File: config.mk
export PLATFORM = sky130hd
export DESIGN_NAME = vscale_dmem_arbiter
export DESIGN_NICKNAME = d
export VERILOG_FILES = /design/src/rtl/vscale_dmem_arbiter.sv
export SDC_FILE = /design/constraint.sdc
export NUM_CORES = 1
export LEC_CHECK = 0
export BUFFER_PORTS_ARGS = -buffer_cell sky130_fd_sc_hd__buf_4
export CORE_AREA = 2 2 109 111
export CTS_CLUSTER_SIZE = 28
export DETAILED_ROUTE_END_ITERATION = 16
export DIE_AREA = 0 0 111 113
export GPL_TIMING_DRIVEN = 0
export SYNTH_ARGS = -nofsm -noshare
export SYNTH_HDL_FRONTEND = slang
export SYNTH_SLANG_ARGS = --single-unit
File: constraint.sdc
create_clock -name clk -period 2.07 [get_ports clk]
set_clock_uncertainty 0.1 [all_clocks]
set_input_delay 0.3105 -clock clk [delete_from_list [all_inputs] [get_ports clk]]
set_output_delay 0.3105 -clock clk [all_outputs]
set_load 0.01 [all_outputs]
File: src/rtl/vscale_dmem_arbiter.sv
// Two-master arbiter for the vscale data-memory port: pipelined address/data phases.
// Optional starvation guard for master 1 is enabled by defining VSCALE_DMEM_ARB_STARVE_EN.
module vscale_dmem_arbiter #(
    parameter int STARVE_MAX     = 8,
    parameter int XPR_LEN        = 32,
    parameter int MEM_TYPE_WIDTH = 3
) (
    input  logic                      clk,
    input  logic                      reset_n,
    input  logic                      m0_en,
    input  logic                      m0_wen,
    input  logic [MEM_TYPE_WIDTH-1:0] m0_size,
    input  logic [XPR_LEN-1:0]        m0_addr,
    input  logic [XPR_LEN-1:0]        m0_wdata,
    output logic                      m0_wait,
    output logic                      m0_badmem_e,
    input  logic                      m1_en,
    input  logic                      m1_wen,
    input  logic [MEM_TYPE_WIDTH-1:0] m1_size,
    input  logic [XPR_LEN-1:0]        m1_addr,
    input  logic [XPR_LEN-1:0]        m1_wdata,
    output logic                      m1_wait,
    output logic                      m1_badmem_e,
    output logic [XPR_LEN-1:0]        rdata,
    output logic                      s_en,
    output logic                      s_wen,
    output logic [MEM_TYPE_WIDTH-1:0] s_size,
    output logic [XPR_LEN-1:0]        s_addr,
    output logic [XPR_LEN-1:0]        s_wdata,
    input  logic [XPR_LEN-1:0]        s_rdata,
    input  logic                      s_wait,
    input  logic                      s_badmem_e
);

    if (STARVE_MAX < 1 || STARVE_MAX > 255) begin : g_bad_starve_max
        $error("vscale_dmem_arbiter: STARVE_MAX out of range 1..255");
    end

    logic dp_valid;
    logic dp_owner;
    logic gnt_q;
    logic gnt;
    logic ready;
    logic accept;
    logic force_m1;

    assign ready = ~(dp_valid & s_wait);

    always_comb begin
        gnt = gnt_q;
        if (ready) begin
            if (m1_en && force_m1) begin
                gnt = 1'b1;
            end else if (m0_en) begin
                gnt = 1'b0;
            end else if (m1_en) begin
                gnt = 1'b1;
            end
        end
    end

    // Address fields are zeroed while idle so an idle port shows no stale address.
    assign s_en   = gnt ? m1_en : m0_en;
    assign s_wen  = s_en & (gnt ? m1_wen : m0_wen);
    assign s_size = s_en ? (gnt ? m1_size : m0_size) : '0;
    assign s_addr = s_en ? (gnt ? m1_addr : m0_addr) : '0;
    assign accept = s_en & ready;

    always_ff @(posedge clk or negedge reset_n) begin
        if (!reset_n) begin
            dp_valid <= 1'b0;
            dp_owner <= 1'b0;
            gnt_q    <= 1'b0;
        end else begin
            gnt_q <= gnt;
            if (accept) begin
                dp_valid <= 1'b1;
                dp_owner <= gnt;
            end else if (ready) begin
                dp_valid <= 1'b0;
            end
        end
    end

`ifdef VSCALE_DMEM_ARB_STARVE_EN
    localparam int CNT_W = $clog2(STARVE_MAX + 1);
    localparam logic [CNT_W-1:0] STARVE_LIMIT = CNT_W'(STARVE_MAX);

    logic [CNT_W-1:0] starve_cnt;

    always_ff @(posedge clk or negedge reset_n) begin
        if (!reset_n) begin
            starve_cnt <= '0;
        end else if (ready) begin
            if (accept && gnt) begin
                starve_cnt <= '0;
            end else if (m1_en && !gnt && starve_cnt != STARVE_LIMIT) begin
                starve_cnt <= starve_cnt + 1'b1;
            end
        end
    end

    assign force_m1 = (starve_cnt == STARVE_LIMIT);
`else
    assign force_m1 = 1'b0;
`endif

    assign s_wdata = dp_valid ? (dp_owner ? m1_wdata : m0_wdata) : '0;
    assign rdata   = s_rdata;

    assign m0_badmem_e = s_badmem_e & dp_valid & ~dp_owner;
    assign m1_badmem_e = s_badmem_e & dp_valid &  dp_owner;

    // A master stalls on its own slow data phase or on an address phase it cannot issue yet.
    assign m0_wait = (dp_valid & ~dp_owner & s_wait) | (m0_en & (gnt  | ~ready));
    assign m1_wait = (dp_valid &  dp_owner & s_wait) | (m1_en & (~gnt | ~ready));

endmodule

==> flow_metrics.env <==
export IMPL_status="finished, final reports clean"
export IMPL_place_port_buffers=246
export IMPL_synth_mux_area_fraction_pct=23.5
export IMPL_timing_reg2reg_worst_path_depth=5
export IMPL_fillCellCount=1189
export IMPL_first_global_vias=2217
export IMPL_final_max_slew_viol_count=0
export IMPL_clock_tree_from_tritoncts="built"
export IMPL_gp_congestion=0.888
export IMPL_most_used_standard_cell_by_instance_count_after_synthesis="sky130_fd_sc_hd__a22o_1"
export IMPL_clkTransAtPathRegs_ns=0.03
export IMPL_route_detailed_wl_per_inst_um=14.4
export IMPL_dp_worst_setup_slack_ns=0.0624
export IMPL_worst_pin_slew_ns=0.343
export IMPL_cp_end_kind="primary output"
export IMPL_setup_viol=0
export IMPL_cap_violations=0
export IMPL_mappedNetlistNets=344
export IMPL_class_of_the_most_critical_setup_path="flop to primary output"
export IMPL_h_tree_depth=1
export IMPL_synthTopCellsByCount="36 x sky130_fd_sc_hd__a22o_1, 35 x sky130_fd_sc_hd__buf_4, 32 x sky130_fd_sc_hd__mux2i_1, 32 x sky130_fd_sc_hd__nor2b_1"
export IMPL_worst_hold_depth=2
export IMPL_largest_net_degree_at_the_start_of_global_routing=11
export IMPL_initial_utilization_pct=12.1
export IMPL_post_synth_top_area_cell="sky130_fd_sc_hd__mux2i_1"
export IMPL_post_synth_num_cell_types=20
export IMPL_area_growth_synth_to_final_pct=163
export IMPL_finalCritPeriodShare_pct=98.2
export IMPL_drt_first_iter_violations=51
export IMPL_p_leak_nw=1.94
export IMPL_r2r_setup_slack_ns=0.82
export IMPL_numCtsBuffers=3
export IMPL_grt_util_all_layers_pct=11.6
export IMPL_drt_total_wl_um=8190
export IMPL_synth_enable_flop_cells=0
export IMPL_instances_no_fill=568
export IMPL_place_inst=559
export IMPL_grt_setup_unrepaired="yes"
export IMPL_die_width_um=111
export IMPL_dr_vias=2239
export IMPL_timing_critical_path_mode_cell="sky130_fd_sc_hd__buf_6"
export IMPL_final_layout_size_suffix_gt1_share_pct=70.6
export IMPL_simple_gate_fraction_of_synth_area_pct=17.9
export IMPL_timing_rr_start="dp_valid$_DFFE_PN0P_"
export IMPL_period_minus_slack_ns=2.03
export IMPL_slowest_delay_ns=0.37
export IMPL_clockRootBuffer="sky130_fd_sc_hd__clkbuf_16"
export IMPL_placeableCoreArea_um2=11300
export IMPL_netlist_area_leader_share_pct=23.5
export IMPL_regToRegEndpoint="gnt_q$_DFF_PN0_"
export IMPL_critical_path_slowest_cell="sky130_fd_sc_hd__dfrtp_1"
export IMPL_grt_overflow_total=0
export IMPL_drt_first_pass_iters=3
export IMPL_async_reset_ff_share_pct=100
export IMPL_min_delay_path_class="primary input to flop"
export IMPL_req_time_crit_path_ns=1.66
export IMPL_worst_slack_ns=0.0366
export IMPL_synthTopCellsByArea="sky130_fd_sc_hd__mux2i_1 23%, sky130_fd_sc_hd__a22o_1 23%, sky130_fd_sc_hd__buf_4 19%, sky130_fd_sc_hd__nor2b_1 15%, sky130_fd_sc_hd__dfrtp_1 5.5%"
export IMPL_critical_path_arrival_ns=1.62
export IMPL_antenna_fix_cells=0
export IMPL_die_area_um2=12500
export IMPL_critical_path_cell_by_cell="and3_4, o21a_1, buf_6, buf_6, a22o_1, buf_4"
export IMPL_syn_cell_area_um2=1370
export IMPL_synth_flop_cell="sky130_fd_sc_hd__dfrtp_1"
export IMPL_clock_fmax_mhz=492
export IMPL_post_synth_inst_count=170
export IMPL_synth_xor_xnor_area_share_pct=0
export IMPL_initial_antenna_violation_count=0
export IMPL_yosys_warning_count=0
export IMPL_startpoint_type="flop"
export IMPL_min_from="m0_en"
export IMPL_detail_route_vias_per_cell=3.94
export IMPL_vdd_ir_max_v=0.000224
export IMPL_max_slew_margin_rel_pct=77.1
export IMPL_largest_family_of_logic_cells_by_synthesized_area="compound AO/OA/AOI/OAI gates"
export IMPL_post_dp_hpwl_um=7230
export IMPL_nets=600
export IMPL_grt_pass1_wl_um=11500
export IMPL_drc=0
export IMPL_post_synth_fa_ha_maj_area_fraction_pct=0
export IMPL_min_to="dp_owner$_DFFE_PN0P_"
export IMPL_clock_tree_buf_depth=2
export IMPL_synth_yosys_seq_area_share_pct=5.50
export IMPL_postSynthAreaPerCell_um2=8.03
export IMPL_synth_compound_area_share_pct=27.4
export IMPL_total_negative_slack_for_setup_checks_ns=0
export IMPL_hold_violations=0
export IMPL_ys_ff_latch=3
export IMPL_worst_path_max_fanout=10
export IMPL_fp_row_count=39
export IMPL_antenna_left=0
export IMPL_io_pins=279
export IMPL_chipHeight_um=113
export IMPL_power_per_cell_area_nw_per_um2=388
export IMPL_clk_insertion_delay_late_ns=0.22
export IMPL_cts_num_sinks=3
-- power by group --
group	switching [W]	leakage [nW]	internal [W]
clock network	0.0000500	0.0382	0.000254
registers	0.00000296	0.0338	0.0000649
logic	0.000407	1.87	0.000615
-- layout by cell type, fill, tap and decap left out, types with 2 or more instances in the layout --
master                      count
sky130_fd_sc_hd__buf_6         17
sky130_fd_sc_hd__a22o_1        36
sky130_fd_sc_hd__a21oi_1        5
sky130_fd_sc_hd__clkbuf_4       4
sky130_fd_sc_hd__nor2b_1       32
sky130_fd_sc_hd__buf_4        271
sky130_fd_sc_hd__nand2_1        3
sky130_fd_sc_hd__clkbuf_1       4
sky130_fd_sc_hd__dfrtp_1        3
sky130_fd_sc_hd__mux2i_1       32
sky130_fd_sc_hd__clkbuf_16      3
sky130_fd_sc_hd__o21ai_0        2
sky130_fd_sc_hd__inv_1          2
-- layout make-up --
| cell class | instances | area (µm²) | area share, % |
|---|---|---|---|
| Buffer | 47 | 362 | 10.1 |
| Clock buffer | 4 | 78.8 | 2.20 |
| Inverter | 2 | 7.51 | 0.209 |
| Multi-Input combinational cell | 118 | 951 | 26.5 |
| Sequential cell | 3 | 75.1 | 2.09 |
| Tap cell | 143 | 179 | 4.99 |
| Timing Repair Buffer | 251 | 1940 | 53.9 |
-- layer usage --
metal	vias to the layer above	share of wire, %	routed length [µm]	track usage [%]
met3	12	9.9	809	3.32
met2	160	56	4550	23.8
met1	975	33	2680	11.3
li1	1092	-	-	-
met4	0	1.7	142	2.58
met5	-	0	0	0
-- how the worst max path moves through the flow --
stage	startpoint	endpoint	slack (ns)
finish	dp_valid$_DFFE_PN0P_	s_addr[12]	0.04
floorplan	dp_valid$_DFFE_PN0P_	s_addr[10]	0.46
global placement	s_wait	s_addr[25]	0.08
detailed placement	s_wait	s_addr[25]	0.06
global route	dp_valid$_DFFE_PN0P_	s_addr[29]	-0.01
CTS	dp_valid$_DFFE_PN0P_	s_addr[27]	0.01
-- sequential cells by signal, summed over array words and instances, names as in the netlist --
register and cells:
dp_valid 1, dp_owner 1, gnt_q 1
-- cells by family (layout without fill, tap and decap cells) --
kind of cell | after synthesis | in the layout
buffers and inverters | 49 | 304
muxes | 32 | 32
AOI/OAI and AO/OA | 46 | 46
and+or+nand+nor | 40 | 40
DFF | 3 | 3
-- stage by stage --
step | cell area (µm²) | hold slack [ns] | total power [W] | util [%]
finish | 3590 | 0.219 | 0.00139 | 31.8
global route | 3590 | 0.227 | 0.00148 | 31.8
CTS | 3530 | 0.222 | 0.00139 | 31.3
detailed placement | 3390 | 0.00267 | 0.00107 | 30.1
global placement | 3390 | 0.000691 | 0.00106 | 30.1
floorplan | 1370 | -0.0851 | 0.000504 | -
-- worst max-delay path: cells and delay by family, from the launching register on --
| family | cells | cell delay [ns] |
|---|---|---|
| AOI/OAI and AO/OA | 2 | 0.41 |
| DFF | 1 | 0.37 |
| buffers and inverters | 3 | 0.42 |
| and+or+nand+nor | 1 | 0.19 |
-- what timing repair did --
| item | CTS | global route |
|---|---|---|
| hold buffers | 1 | 0 |
| buffers inserted | 3 | 0 |
| resized for setup | 4 | 18 |
| pin swaps | 1 | 4 |
| hold endpoints to repair | 3 | 0 |
| setup endpoints to repair | 30 | 40 |
| cloned | 2 | 0 |
Note: power is estimated with default switching activity, not from simulation.
